==> src/rtl/regfile_pkg.sv <==
// Shared defaults and clear-engine state type for the datapath register file.
package regfile_pkg;

    localparam int DEFAULT_DATA_WIDTH = 16;
    localparam int DEFAULT_NUM_REGS   = 8;
    localparam int DEFAULT_NUM_RD     = 2;

    typedef enum logic {
        IDLE  = 1'b0,
        CLEAR = 1'b1
    } clr_state_t;

endpackage

==> src/rtl/load_reg.sv <==
// Plain loadable register with asynchronous active-high reset to zero.
module load_reg #(
    parameter int DATA_WIDTH = 16
) (
    input  logic                  clk,
    input  logic                  reset,
    input  logic                  load,
    input  logic [DATA_WIDTH-1:0] d,
    output logic [DATA_WIDTH-1:0] q
);

    always_ff @(posedge clk or posedge reset) begin
        if (reset) begin
            q <= '0;
        end else if (load) begin
            q <= d;
        end
    end

endmodule

==> src/rtl/regfile_sb.sv <==
// Multi-read-port register file with a pending-write busy scoreboard and a
// one-register-per-cycle clear engine.
module regfile_sb
    import regfile_pkg::*;
#(
    parameter  int DATA_WIDTH = DEFAULT_DATA_WIDTH,
    parameter  int NUM_REGS   = DEFAULT_NUM_REGS,
    parameter  int NUM_RD     = DEFAULT_NUM_RD,
    localparam int ADDR_W     = $clog2(NUM_REGS)
) (
    input  logic                                clk,
    input  logic                                reset,
    input  logic [NUM_RD-1:0][ADDR_W-1:0]       rd_addr,
    output logic [NUM_RD-1:0][DATA_WIDTH-1:0]   rd_data,
    output logic [NUM_RD-1:0]                   rd_busy,
    input  logic                                wr_en,
    input  logic [ADDR_W-1:0]                   wr_addr,
    input  logic [DATA_WIDTH-1:0]               wr_data,
    input  logic                                rsv_en,
    input  logic [ADDR_W-1:0]                   rsv_addr,
    output logic                                rsv_ok,
    input  logic                                clr_start,
    output logic                                clr_busy
);

    clr_state_t              state;
    clr_state_t              state_next;
    logic [ADDR_W-1:0]       idx;
    logic [ADDR_W-1:0]       idx_next;
    logic                    idle;

    logic [NUM_REGS-1:0]     wr_hit;
    logic [NUM_REGS-1:0]     rsv_sel;
    logic [NUM_REGS-1:0]     rsv_hit;
    logic [NUM_REGS-1:0]     clr_hit;
    logic [NUM_REGS-1:0]     busy;
    logic [DATA_WIDTH-1:0]   reg_q [NUM_REGS];

    logic                    wr_live;
    logic                    rsv_busy;
    logic                    rsv_in_range;
    logic                    wr_same;

    assign idle     = (state == IDLE);
    assign clr_busy = (state == CLEAR);

    // Address decodes; an address beyond NUM_REGS-1 matches no register,
    // which is what makes out-of-range writes/reserves/reads inert.
    always_comb begin
        wr_hit  = '0;
        rsv_sel = '0;
        clr_hit = '0;
        for (int r = 0; r < NUM_REGS; r++) begin
            if (idle && wr_en && (wr_addr == ADDR_W'(r))) begin
                wr_hit[r] = 1'b1;
            end
            if (rsv_addr == ADDR_W'(r)) begin
                rsv_sel[r] = 1'b1;
            end
            if (clr_busy && (idx == ADDR_W'(r))) begin
                clr_hit[r] = 1'b1;
            end
        end
    end

    assign wr_live      = |wr_hit;
    assign rsv_in_range = |rsv_sel;
    assign rsv_busy     = |(busy & rsv_sel);
    assign wr_same      = wr_en && (wr_addr == rsv_addr);
    assign rsv_ok       = idle && rsv_in_range && (!rsv_busy || wr_same);
    assign rsv_hit      = rsv_sel & {NUM_REGS{rsv_en && rsv_ok}};

    for (genvar r = 0; r < NUM_REGS; r++) begin : g_reg
        load_reg #(
            .DATA_WIDTH(DATA_WIDTH)
        ) u_reg (
            .clk   (clk),
            .reset (reset),
            .load  (wr_hit[r] | clr_hit[r]),
            .d     (clr_hit[r] ? '0 : wr_data),
            .q     (reg_q[r])
        );
    end

    // Reserve outranks a same-cycle write so the slot ends up busy again.
    always_ff @(posedge clk or posedge reset) begin
        if (reset) begin
            busy <= '0;
        end else begin
            for (int r = 0; r < NUM_REGS; r++) begin
                if (clr_hit[r]) begin
                    busy[r] <= 1'b0;
                end else if (rsv_hit[r]) begin
                    busy[r] <= 1'b1;
                end else if (wr_hit[r]) begin
                    busy[r] <= 1'b0;
                end
            end
        end
    end

    for (genvar p = 0; p < NUM_RD; p++) begin : g_rd
        logic [DATA_WIDTH-1:0] port_data;
        logic                  port_busy;

        always_comb begin
            port_data = '0;
            port_busy = 1'b0;
            for (int r = 0; r < NUM_REGS; r++) begin
                if (rd_addr[p] == ADDR_W'(r)) begin
                    port_data = reg_q[r];
                    port_busy = busy[r];
                end
            end
            if (wr_live && (wr_addr == rd_addr[p])) begin
                port_data = wr_data;
                port_busy = 1'b0;
            end
        end

        assign rd_data[p] = port_data;
        assign rd_busy[p] = port_busy;
    end

    always_ff @(posedge clk or posedge reset) begin
        if (reset) begin
            state <= IDLE;
            idx   <= '0;
        end else begin
            state <= state_next;
            idx   <= idx_next;
        end
    end

    always_comb begin
        state_next = state;
        idx_next   = idx;
        case (state)
            IDLE: begin
                if (clr_start) begin
                    state_next = CLEAR;
                    idx_next   = '0;
                end
            end
            CLEAR: begin
                if (idx == ADDR_W'(NUM_REGS - 1)) begin
                    state_next = IDLE;
                    idx_next   = '0;
                end else begin
                    idx_next = idx + ADDR_W'(1);
                end
            end
            default: begin
                state_next = IDLE;
                idx_next   = '0;
            end
        endcase
    end

endmodule

==> config.mk <==
export PLATFORM = sky130hd
export DESIGN_NAME = regfile_sb
export DESIGN_NICKNAME = d
export VERILOG_FILES = /design/src/rtl/regfile_pkg.sv /design/src/rtl/load_reg.sv /design/src/rtl/regfile_sb.sv
export SDC_FILE = /design/constraint.sdc
export NUM_CORES = 1
export LEC_CHECK = 0
export CORE_ASPECT_RATIO = 0.7
export CORE_MARGIN = 3
export CORE_UTILIZATION = 59
export DETAILED_ROUTE_END_ITERATION = 12
export GPL_TIMING_DRIVEN = 0
export PLACE_DENSITY = 0.91
export SETUP_SLACK_MARGIN = 0.5
export SYNTH_ARGS = -nofsm -noshare
export SYNTH_HDL_FRONTEND = slang
export SYNTH_SLANG_ARGS = --single-unit
==> constraint.sdc <==
create_clock -name clk -period 5.5 [get_ports clk]
set_input_delay 1.1 -clock clk [delete_from_list [all_inputs] [get_ports clk]]
set_output_delay 1.1 -clock clk [all_outputs]
set_load 0.02 [all_outputs]
==> results of run 1 <==
-- synth_stat cells (4+ instances only) --
cell	n
buf_4	11
o21ai_0	58
a22oi_1	4
xor2_1	6
and2_1	4
nand3_1	68
clkbuf_1	37
nor2_1	30
mux4_2	55
ha_1	6
nor3b_1	6
nor2b_1	18
inv_1	8
o21bai_1	9
nand2_1	238
dfrtp_1	140
mux2i_1	32
o31ai_1	15
nand2b_1	8
buf_2	39
mux2_2	6
a22o_1	33
a21oi_1	5
-- cell families after synthesis --
family	Yosys count	synth area share [%]
simple gates	388	20.1
compound gates	156	12.9
flops	140	40.7
buf+inv	98	5.59
mux	93	18.9
xor+xnor	9	0.917
fa+ha+maj	6	0.873
-- registers in the layout (all words and copies together), names as in the netlist --
name	flops
clr_busy	1
g.u_reg.q	128
busy	8
idx	3
-- layer usage --
metal,vias to the layer above,share of wire (%),routed length [um],GRT usage (%)
met5,-,0,0,0
met4,0,3.4,935,12.6
met3,100,15,4250,13.6
met2,648,44,12200,51.6
met1,3812,38,10500,50.0
li1,3285,-,-,-
-- worst max-delay path, cell delays in order --
cell	delay [ns]
clkdlybuf4s50_1	0.67
buf_2	0.36
buf_2	0.28
nor2_1	0.07
o21bai_1	0.13
a21oi_1	0.09
o31ai_1	0.42
clkdlybuf4s50_1	0.70
-- how the worst min path moves through the flow --
stage	to	slack (ns)	cells after the start
after floorplan	g_reg[3].u_reg.q[12]	0.48	1
after global placement	g_reg[7].u_reg.q[15]	0.50	1
after detailed placement	g_reg[3].u_reg.q[6]	0.50	1
after CTS	g_reg[3].u_reg.q[1]	0.52	1
after global routing	g_reg[7].u_reg.q[1]	0.55	1
final	g_reg[3].u_reg.q[1]	0.52	1
-- stage by stage --
| stage | TNS [ns] | area, um2 | setup slack [ns] |
|---|---|---|---|
| 3_5_place_dp | 0 | 9330 | 0.676 |
| 6_report | 0 | 9930 | 0.584 |
| 3_3_place_gp | -152.13 | 9300 | -1.10 |
| 2_1_floorplan | 0 | 8600 | 0.647 |
| 4_1_cts | 0 | 9930 | 0.649 |
| 5_1_grt | 0 | 9930 | 0.514 |
-- final cells by class --
class	instances	area (um2)
multi-input cells	652	4620
repair buffers	47	488
fillers	996	4170
plain buffers	90	450
clock inverters	13	168
flip-flops and latches	140	3500
well taps	190	238
clock buffers	19	433
inverters	8	35.0
-- where the power goes --
part | internal [mW] | switching (mW)
logic | 0.675 | 0.815
registers | 1.34 | 0.350
clock network | 0.716 | 0.473
==> impl_metrics.ini, run 1 <==
[timing]
period_share_pct = 89.4
hold_viol_final = 0
max_freq_mhz = 203
hold_slack_ns = 0.519
slew_headroom_pct = 51.0
finalCriticalPeriod_ns = 4.92
slew_violations = 0
setup_viol = 0
tightest_slew_ns = 0.735
fin_skew_ns = 0.0118
rsz0062_at_grt = false

[global_routing]
grt_pass1_wl_um = 43000
grt_pass1_vias = 7520
overflow = 0
grt_antenna_before_repair = 0
grt_util_all_layers_pct = 35.8
grt_max_degree = 95

[logic_synthesis]
syn-num-nets = 929
synth_cell_types = 55
synth_area_leaders = dfrtp_1, mux4_2, nand2_1
ys_seq_area_share_pct = 40.7
ys_async_sr_fraction_pct = 100
synthCells = 890
ys_ff_latch = 140
yosys.area.top_type_share_pct = 40.7
synth_ff_type = dfrtp_1
synth.largest_area_cell = dfrtp_1
synth_edf_count = 0
syn-mean-instance-area_um2 = 9.66
ys_warn_count = 0
synth_area_um2 = 8600

[final_layout]
utilization_pct = 70.4
layout_common_cells = nand2_1, dfrtp_1, nand3_1
syn_to_final_growth_pct = 15.5
finalNonFillerCells = 1159
drive_gt1_share_pct = 16.3
fin_nets = 995
antenna_cells = 0
final_common_cell = nand2_1

[critical_path]
rr_worst_depth = 7
crit_type = primary input to primary output
startpoint_type = primary input
cp_max_fo = 10
endpoint = rd_data[17]
rr_endpoint = g_reg[1].u_reg.q[12]
cp.required_ns = 4.40
r2r_slack_ns = 3.43
cp.arrival_ns = 3.82
startpoint = rd_addr[4]
reg2reg_from = clr_busy
cp-end-kind = primary output

[cts]
insertion_delay_ns = 0.44
cts_num_sinks = 140
tritoncts = yes
cts-root-buf = clkbuf_16
clock_path_buffers = 2
cts.repair.resized = 0
numCtsBuffers = 17
post_cts_buffers = 0
cts_max_level = 4
cts_hold_buf = 0
clk_pin_slew_worst_paths_ns = 0.06

[detailed_routing]
drt-wirelength-per-cell_um = 24.0
first_pass_iters = 7
drc = 0
drt_iter0_markers = 1200
ant_nets = 0
num_vias = 7845
drt-total-wl_um = 27900
via_per_inst = 6.77

[die]
boundaryPins = 69
dieArea_um2 = 16100
core_um2 = 14100
die_y_um = 107
die-width_um = 150
rows = 36
initial_utilization_pct = 61.0

[place]
place_inst = 1127
port_buffers = 46
dp_hpwl_um = 20000
routabilityCongestion = 1.01

[power_and_ir_drop]
ir_drop_mv = 0.242
powerDensity_nw_per_um2 = 440
power_leakage_nw = 4.52
total_power_mw = 4.37

[run_status]
status = finished clean

[hold_path]
min-delay-start = g_reg[3].u_reg.q[1]
hold_class = flip-flop to flip-flop

[flow_run]
maxCapViolations = 0
Power figures use the tool's default switching activity.
==> run 2: changes to the inputs <==
Settings changed: CTS_CLUSTER_SIZE set to 25.
==> results of run 2 <==
Final layout, timing and power as in run 1 (identical DEF).
